[src/rtl/motoro3_pkg.sv]
// Shared types and constants for the motoro3 gate-driver blocks.
package motoro3_pkg;

   typedef enum logic [1:0] {
      PH_OFF  = 2'd0,
      PH_DEAD = 2'd1,
      PH_HI   = 2'd2,
      PH_LO   = 2'd3
   } phase_state_e;

   // Dead-time loaded at reset: 2 us at a 10 MHz clock.
   localparam logic [7:0] DT_RST_DEFAULT = 8'd20;

endpackage

[src/rtl/motoro3_mos_deadtime_driver_if.sv]
// Control/gate bundle between the commutation logic (master) and the gate driver (slave).
interface motoro3_mos_deadtime_driver_if #(
   parameter int NPH  = 3,
   parameter int DT_W = 8
);
   logic [NPH-1:0]  mosEnable;
   logic [NPH-1:0]  h1_L0;
   logic [DT_W-1:0] deadTime;
   logic            dtLoad;
   logic            faultIn;
   logic            faultClr;
   logic [NPH-1:0]  mosH;
   logic [NPH-1:0]  mosL;
   logic [NPH-1:0]  dtActive;
   logic            faultLatched;

   modport master (
      output mosEnable, h1_L0, deadTime, dtLoad, faultIn, faultClr,
      input  mosH, mosL, dtActive, faultLatched
   );

   modport slave (
      input  mosEnable, h1_L0, deadTime, dtLoad, faultIn, faultClr,
      output mosH, mosL, dtActive, faultLatched
   );
endinterface

[src/rtl/motoro3_mos_phase.sv]
// One half-bridge leg: OFF/DEAD/HI/LO state machine with dead-time counter.
// State updates on the falling clock edge; gate outputs are flops.
module motoro3_mos_phase
   import motoro3_pkg::*;
#(
   parameter int DT_W = 8
) (
   input  logic            clk,
   input  logic            nRst,
   input  logic            en,
   input  logic            req,
   input  logic [DT_W-1:0] dt,
   output logic            mos_h,
   output logic            mos_l,
   output logic            dt_active
);

   localparam logic [DT_W-1:0] CNT_ZERO = {DT_W{1'b0}};
   localparam logic [DT_W-1:0] CNT_ONE  = {{(DT_W-1){1'b0}}, 1'b1};

   phase_state_e    state_d, state_q;
   logic [DT_W-1:0] cnt_d, cnt_q;
   logic            mos_h_d, mos_h_q;
   logic            mos_l_d, mos_l_q;
   logic            dt_active_d, dt_active_q;

   // Next state; the target side is the live request, so a reversal mid-DEAD just retargets.
   always_comb begin
      state_d = state_q;
      cnt_d   = cnt_q;
      if (!en) begin
         state_d = PH_OFF;
         cnt_d   = CNT_ZERO;
      end else begin
         case (state_q)
            PH_OFF: begin
               state_d = PH_DEAD;
               cnt_d   = dt;
            end
            PH_HI: begin
               if (!req) begin
                  state_d = PH_DEAD;
                  cnt_d   = dt;
               end else begin
                  state_d = PH_HI;
               end
            end
            PH_LO: begin
               if (req) begin
                  state_d = PH_DEAD;
                  cnt_d   = dt;
               end else begin
                  state_d = PH_LO;
               end
            end
            PH_DEAD: begin
               if (cnt_q != CNT_ZERO) begin
                  cnt_d = cnt_q - CNT_ONE;
               end else begin
                  state_d = req ? PH_HI : PH_LO;
               end
            end
            default: begin
               state_d = PH_OFF;
               cnt_d   = CNT_ZERO;
            end
         endcase
      end
      mos_h_d     = (state_d == PH_HI);
      mos_l_d     = (state_d == PH_LO);
      dt_active_d = (state_d == PH_DEAD);
   end

   // State, counter and gate flops; a single enum state makes H and L exclusive.
   always_ff @(negedge clk or negedge nRst) begin
      if (!nRst) begin
         state_q     <= PH_OFF;
         cnt_q       <= CNT_ZERO;
         mos_h_q     <= 1'b0;
         mos_l_q     <= 1'b0;
         dt_active_q <= 1'b0;
      end else begin
         state_q     <= state_d;
         cnt_q       <= cnt_d;
         mos_h_q     <= mos_h_d;
         mos_l_q     <= mos_l_d;
         dt_active_q <= dt_active_d;
      end
   end

   assign mos_h     = mos_h_q;
   assign mos_l     = mos_l_q;
   assign dt_active = dt_active_q;

endmodule

[src/rtl/motoro3_mos_deadtime_driver.sv]
// Multi-phase half-bridge gate driver: dead-time register, fault latch, NPH phase legs.
// Fault latch present only when MOTORO3_MOS_FAULT_EN is defined.
module motoro3_mos_deadtime_driver
   import motoro3_pkg::*;
#(
   parameter int              NPH    = 3,
   parameter int              DT_W   = 8,
   parameter logic [DT_W-1:0] DT_RST = DT_W'(DT_RST_DEFAULT)
) (
   input logic                           clk,
   input logic                           nRst,
   motoro3_mos_deadtime_driver_if.slave  bus
);

   logic [DT_W-1:0] dt_d, dt_q;
   logic            fault_s;
   logic [NPH-1:0]  phase_en_s;
   logic [NPH-1:0]  mos_h_s;
   logic [NPH-1:0]  mos_l_s;
   logic [NPH-1:0]  dt_active_s;

   // Active dead-time capture; phases sample it only on DEAD entry.
   always_comb begin
      if (bus.dtLoad) begin
         dt_d = bus.deadTime;
      end else begin
         dt_d = dt_q;
      end
   end

   // Active dead-time register.
   always_ff @(negedge clk or negedge nRst) begin
      if (!nRst) begin
         dt_q <= DT_RST;
      end else begin
         dt_q <= dt_d;
      end
   end

`ifdef MOTORO3_MOS_FAULT_EN
   logic fault_d, fault_q;

   // A live fault beats a clear in the same cycle.
   always_comb begin
      if (bus.faultIn) begin
         fault_d = 1'b1;
      end else if (bus.faultClr) begin
         fault_d = 1'b0;
      end else begin
         fault_d = fault_q;
      end
   end

   // Fault latch.
   always_ff @(negedge clk or negedge nRst) begin
      if (!nRst) begin
         fault_q <= 1'b0;
      end else begin
         fault_q <= fault_d;
      end
   end

   // Raw input is included so gates drop on the same edge the fault is seen.
   assign fault_s          = bus.faultIn | fault_q;
   assign bus.faultLatched = fault_q;
`else
   logic unused_fault_s;
   assign unused_fault_s   = bus.faultIn ^ bus.faultClr;
   assign fault_s          = 1'b0;
   assign bus.faultLatched = 1'b0;
`endif

   assign phase_en_s = bus.mosEnable & {NPH{~fault_s}};

   for (genvar gi = 0; gi < NPH; gi++) begin : g_phase
      motoro3_mos_phase #(
         .DT_W (DT_W)
      ) u_phase (
         .clk       (clk),
         .nRst      (nRst),
         .en        (phase_en_s[gi]),
         .req       (bus.h1_L0[gi]),
         .dt        (dt_q),
         .mos_h     (mos_h_s[gi]),
         .mos_l     (mos_l_s[gi]),
         .dt_active (dt_active_s[gi])
      );
   end

   assign bus.mosH     = mos_h_s;
   assign bus.mosL     = mos_l_s;
   assign bus.dtActive = dt_active_s;

endmodule
[src/flat_wrapper.sv]
// flat-port wrapper written by rule: the top's interface ports become plain ports
module motoro3_mos_deadtime_driver_flat import motoro3_pkg::*;
#(
   parameter int              NPH    = 3,
   parameter int              DT_W   = 8,
   parameter logic [DT_W-1:0] DT_RST = DT_W'(DT_RST_DEFAULT)
)
  (clk, nRst, bus_mosEnable, bus_h1_L0, bus_deadTime, bus_dtLoad, bus_faultIn, bus_faultClr, bus_mosH, bus_mosL, bus_dtActive, bus_faultLatched);
  motoro3_mos_deadtime_driver_if #(.NPH(NPH), .DT_W(DT_W)) bus_i ();
  input logic clk;
  input logic nRst;
  input wire logic [$bits(bus_i.mosEnable)-1:0] bus_mosEnable;
  input wire logic [$bits(bus_i.h1_L0)-1:0] bus_h1_L0;
  input wire logic [$bits(bus_i.deadTime)-1:0] bus_deadTime;
  input wire logic [$bits(bus_i.dtLoad)-1:0] bus_dtLoad;
  input wire logic [$bits(bus_i.faultIn)-1:0] bus_faultIn;
  input wire logic [$bits(bus_i.faultClr)-1:0] bus_faultClr;
  output wire logic [$bits(bus_i.mosH)-1:0] bus_mosH;
  output wire logic [$bits(bus_i.mosL)-1:0] bus_mosL;
  output wire logic [$bits(bus_i.dtActive)-1:0] bus_dtActive;
  output wire logic [$bits(bus_i.faultLatched)-1:0] bus_faultLatched;
  assign bus_i.mosEnable = bus_mosEnable;
  assign bus_i.h1_L0 = bus_h1_L0;
  assign bus_i.deadTime = bus_deadTime;
  assign bus_i.dtLoad = bus_dtLoad;
  assign bus_i.faultIn = bus_faultIn;
  assign bus_i.faultClr = bus_faultClr;
  assign bus_mosH = bus_i.mosH;
  assign bus_mosL = bus_i.mosL;
  assign bus_dtActive = bus_i.dtActive;
  assign bus_faultLatched = bus_i.faultLatched;
  motoro3_mos_deadtime_driver #(.NPH(NPH), .DT_W(DT_W), .DT_RST(DT_RST)) u_core (.clk(clk), .nRst(nRst), .bus(bus_i));
endmodule
[config.mk]
export PLATFORM = sky130hd
export DESIGN_NAME = motoro3_mos_deadtime_driver_flat
export DESIGN_NICKNAME = d
export VERILOG_FILES = /design/src/rtl/motoro3_pkg.sv /design/src/rtl/motoro3_mos_deadtime_driver_if.sv /design/src/rtl/motoro3_mos_phase.sv /design/src/rtl/motoro3_mos_deadtime_driver.sv /design/src/flat_wrapper.sv
export SDC_FILE = /design/constraint.sdc
export NUM_CORES = 1
export LEC_CHECK = 0
export CAP_MARGIN = 15
export CELL_PAD_IN_SITES_DETAIL_PLACEMENT = 1
export CELL_PAD_IN_SITES_GLOBAL_PLACEMENT = 2
export CORE_UTILIZATION = 35
export CTS_CLUSTER_DIAMETER = 200
export DETAILED_ROUTE_END_ITERATION = 12
export PLACE_DENSITY = 0.87
export SETUP_SLACK_MARGIN = 0.4
export SLEW_MARGIN = 10
export SYNTH_ARGS = -nofsm -noshare
export SYNTH_HDL_FRONTEND = slang
export SYNTH_SLANG_ARGS = --single-unit
[constraint.sdc]
create_clock -name clk -period 1.87 [get_ports clk]
set_input_delay 0.374 -clock clk [delete_from_list [all_inputs] [get_ports clk]]
set_output_delay 0.374 -clock clk [all_outputs]
set_load 0.01 [all_outputs]
# After elaboration in Yosys (flattened, before gate mapping)
# Cells that the tools add are included.
# classes
n_addsub,3
multipliers,0
div,0
magnitude_cmp,0
eq_ne,27
n_shift,0
n_mux,33
bitwise_logic,0
reduce_logical,9
# ops
operator,count
8-bit 2-to-1 mux,12
8-bit one-hot mux with 4 select lines,3
"3-bit inequality test, second input constant",9
"2-bit == test, second input constant",12
2-bit 2-to-1 mux,12
2-bit one-hot mux with 4 select lines,3
8-bit nonzero test,3
"8-bit by 1-bit subtractor with 8-bit output, second input constant",3
"2-bit by 1-bit == test with 1-bit output, second input constant",6
3-bit AND reduction,3
2-bit logical NOT,3
1-bit 2-to-1 mux,3
# totals
reg_bits,47
latch_bits,0
ramBits,0
rom_bits,0
in_bits,19
out_inout_bits,10
word_cells,88
n_memories,0

# Logic depth before layout (Yosys ltp)
# logic_depth
word_depth,5
depth_mapped,7
mapped_depth_nobuf,6

# Hierarchy
# From an unflattened synthesis, not the netlist that was laid out.
# hier_totals
hier_cells,275
area_unflattened_um2,2635.0
# modules_own_cells
mod,n_inst,cells_each,area_each_um2,seq_area_each_um2
motoro3_mos_phase,3,85,762.0,325.3
motoro3_mos_deadtime_driver,1,20,349.1,202.7

==> flow_metrics.env <==
export IMPL_synth_nets=312
export IMPL_drcViolationCount=0
export IMPL_n_antenna_cell=0
export IMPL_grt_pass1_wl_mm=14.86
export IMPL_status="complete, but fails checks"
export IMPL_synth_main_ff_cell="dfrtn_1"
export IMPL_postLayoutCoreUtil_pct=57.83
export IMPL_design_area_um2=4284
export IMPL_grt_pass1_vias=2860
export IMPL_startpoint_type="primary input"
export IMPL_synth_cell_types=64
export IMPL_nFillCells=811
export IMPL_drive_above_1_share_pct=51.42
export IMPL_first_pass_iters=4
export IMPL_worstMarginPinSlew_ps=624.5
export IMPL_ctsRootBufferMaster="clkbuf_8"
export IMPL_relSlewSlack_pct=58.21
export IMPL_grt_usage_pct=22.98
export IMPL_syn_inst=290
export IMPL_peakVddDrop_uv=590.0
export IMPL_maxCapViolations=0
export IMPL_rows=31
export IMPL_ios=29
export IMPL_stdcell_count=486
export IMPL_critical_path_peak_fanout=6
export IMPL_die_x_um=90.32
export IMPL_hold_class="reg2reg"
export IMPL_synth_area_top_cells="dfrtn_1 41%, nand2_1 3.8%, a21oi_1 3.3%"
export IMPL_syn_avg_cell_area_um2=9.414
export IMPL_gr_total_overflow=0
export IMPL_slew_violations=0
export IMPL_cp_end_kind="flop"
export IMPL_powerDensity_nw_per_um2=1074
export IMPL_die_h_um=90.32
export IMPL_clk_pin_slew_ps=60
export IMPL_ys_warn_count=0
export IMPL_clk_latency_ps=370
export IMPL_finClkSkew_ps=64.38
export IMPL_start_util_pct=36.85
export IMPL_vias=2711
export IMPL_rsz0062_at_grt="true"
export IMPL_synth_top_area_share_pct=41.25
export IMPL_cts_path_max_buffers=2
export IMPL_antenna_found_initial=0
export IMPL_viasPerCell=5.578
export IMPL_finalHoldViolations=0
export IMPL_p_leak_nw=1.864
export IMPL_area_growth_pct=56.92
export IMPL_numPortBuffers=25
export IMPL_cts_sinks=47
export IMPL_h_tree_depth=2
export IMPL_critPathKind="in2reg"
export IMPL_die_area_um2=8158
export IMPL_placed_area_um2=3460
export IMPL_postRouteAntennaNets=0
export IMPL_yosysTopAreaCell="dfrtn_1"
export IMPL_syn_cell_area_um2=2730
export IMPL_hpwl_mm=5.918
export IMPL_drt_total_wl_mm=9.917
export IMPL_ys_ff_latch=47
export IMPL_async_flop_share_pct=100.0
export IMPL_yosysSeqAreaShare_pct=43.17
export IMPL_place_gp_congestion=0.8118
export IMPL_layout_nets=408
export IMPL_core_um2=7408
export IMPL_routedWlPerCell_um=20.41
export IMPL_synth_edf_count=0
export IMPL_cp_required_ps=1090
export IMPL_setup_violations=32
export IMPL_violations="setup timing"
export IMPL_grt_max_degree=18
export IMPL_drt_iter0_drc=128
export IMPL_layout_setup_ws_ps=-298.1
export IMPL_dpl_cell_count=436
export IMPL_cts_buffers=5
export IMPL_cp_arrival_ps=1390
export IMPL_totalPowerFinal_mw=4.599
export IMPL_cts_tree="built"
final timing paths:
path	startpoint	endpoint	slack [ps]	depth (start not counted)
min in group asynchronous	nRst	u_core.g_phase[2].u_phase.mos_h	820	1
min	u_core.g_phase[0].u_phase.cnt_q[7]	u_core.g_phase[0].u_phase.cnt_q[7]	530	1
max reg2reg	u_core.g_phase[0].u_phase.cnt_q[1]	u_core.g_phase[0].u_phase.cnt_q[2]	-10	7
min reg2reg	u_core.g_phase[0].u_phase.cnt_q[7]	u_core.g_phase[0].u_phase.cnt_q[7]	530	1
max in group asynchronous	nRst	u_core.g_phase[0].u_phase.cnt_q[0]	540	2
max	bus_h1_L0[0]	u_core.g_phase[0].u_phase.cnt_q[2]	-300	5
per-layer routing:
metal,global-route usage [%],up-vias,routed length (um)
met5,0,-,0
met4,6.586,0,206
met3,2.946,15,280
met2,39.82,57,5135
met1,30.00,1388,4295
li1,-,1251,-
cells in the final DEF, fill, tap and decap left out, types with 5 or more instances in the layout:
master          n
buf_4          56
dfrtn_1        45
buf_6          30
nand2_1        20
nor2_1         14
a21oi_1        13
o21ai_2        11
inv_1          10
buf_2          10
dlygate4sd2_1   8
mux2_4          6
nor2_2          6
o21ai_1         6
a21oi_2         5
nor4_1          5
o211ai_1        5
clkbuf_8        5
buf_8           5
what timing repair did:
action                                  in CTS  in global routing
pin swaps                                   26                 21
endpoints found under the setup margin      56                 56
gates cloned                                 1                  0
hold buffers                                 0                  0
resized for setup                          148                 39
buffers inserted                            25                 15
metrics by stage:
stage | setup slack [ps] | hold WS (ps) | setup TNS [ps]
after global placement | -1116 | 487.5 | -35720
final | -298.1 | 532.1 | -4806
after CTS | -287.6 | 508.8 | -4243
after detailed placement | -1156 | 508.6 | -36480
after global routing | -306.9 | 541.5 | -5770
after floorplan | -383.6 | 466.7 | -6099
Yosys cell counts (all sizes together), types with 5 or more instances:
cell type and n:
inv 13, o21ai 19, nor4 5, nor2b 5, and3 6, mux2 8, dfrtn 45, nand3 5
buf 16, nor2 20, clkbuf 8, o32ai 6, nand2 28, nand2b 6, nor3 6, a21oi 19
o211ai 5
cells by family (layout without fill, tap and decap cells):
logic type | Yosys count | after routing | share of synthesized area (%)
mux | 10 | 10 | 4.033
fa+ha+maj | 3 | 3 | 1.375
xor+xnor | 3 | 3 | 0.9626
flops | 47 | 47 | 43.17
other cells | 1 | 1 | 0.1374
compound gates | 88 | 89 | 23.37
buf+inv | 39 | 135 | 7.058
simple gates | 99 | 99 | 19.89
flip-flops by register name, indices dropped and copies added, names as in the netlist:
| name | cells |
|---|---|
| u_core.g_phase.u_phase.mos_h | 3 |
| u_core.g_phase.u_phase.mos_l | 3 |
| u_core.g_phase.u_phase.dt_active | 3 |
| u_core.dt_q | 8 |
| u_core.g_phase.u_phase.cnt_q | 24 |
| u_core.g_phase.u_phase.state_q | 6 |
power by group:
| group | internal [mW] | switching, mW |
|---|---|---|
| sequential | 1.22 | 0.241 |
| combinational | 1.23 | 1.26 |
| clock | 0.259 | 0.388 |
| total | 2.71 | 1.89 |
worst max-delay path, cell delays in order:
cell and delay [ps]:
buf_8 110, xor2_4 170, a32oi_4 320, o21ai_1 160, a32o_1 250
layout make-up:
class	instances	area [um2]	area share, %
inverters	14	78.83	1.840
clock inverters	5	21.27	0.4965
well taps	99	123.9	2.891
clock buffers	5	68.82	1.606
multi-input cells	205	1819	42.46
repair buffers	111	993.5	23.19
flip-flops and latches	47	1179	27.51
Power figures use the tool's default switching activity.
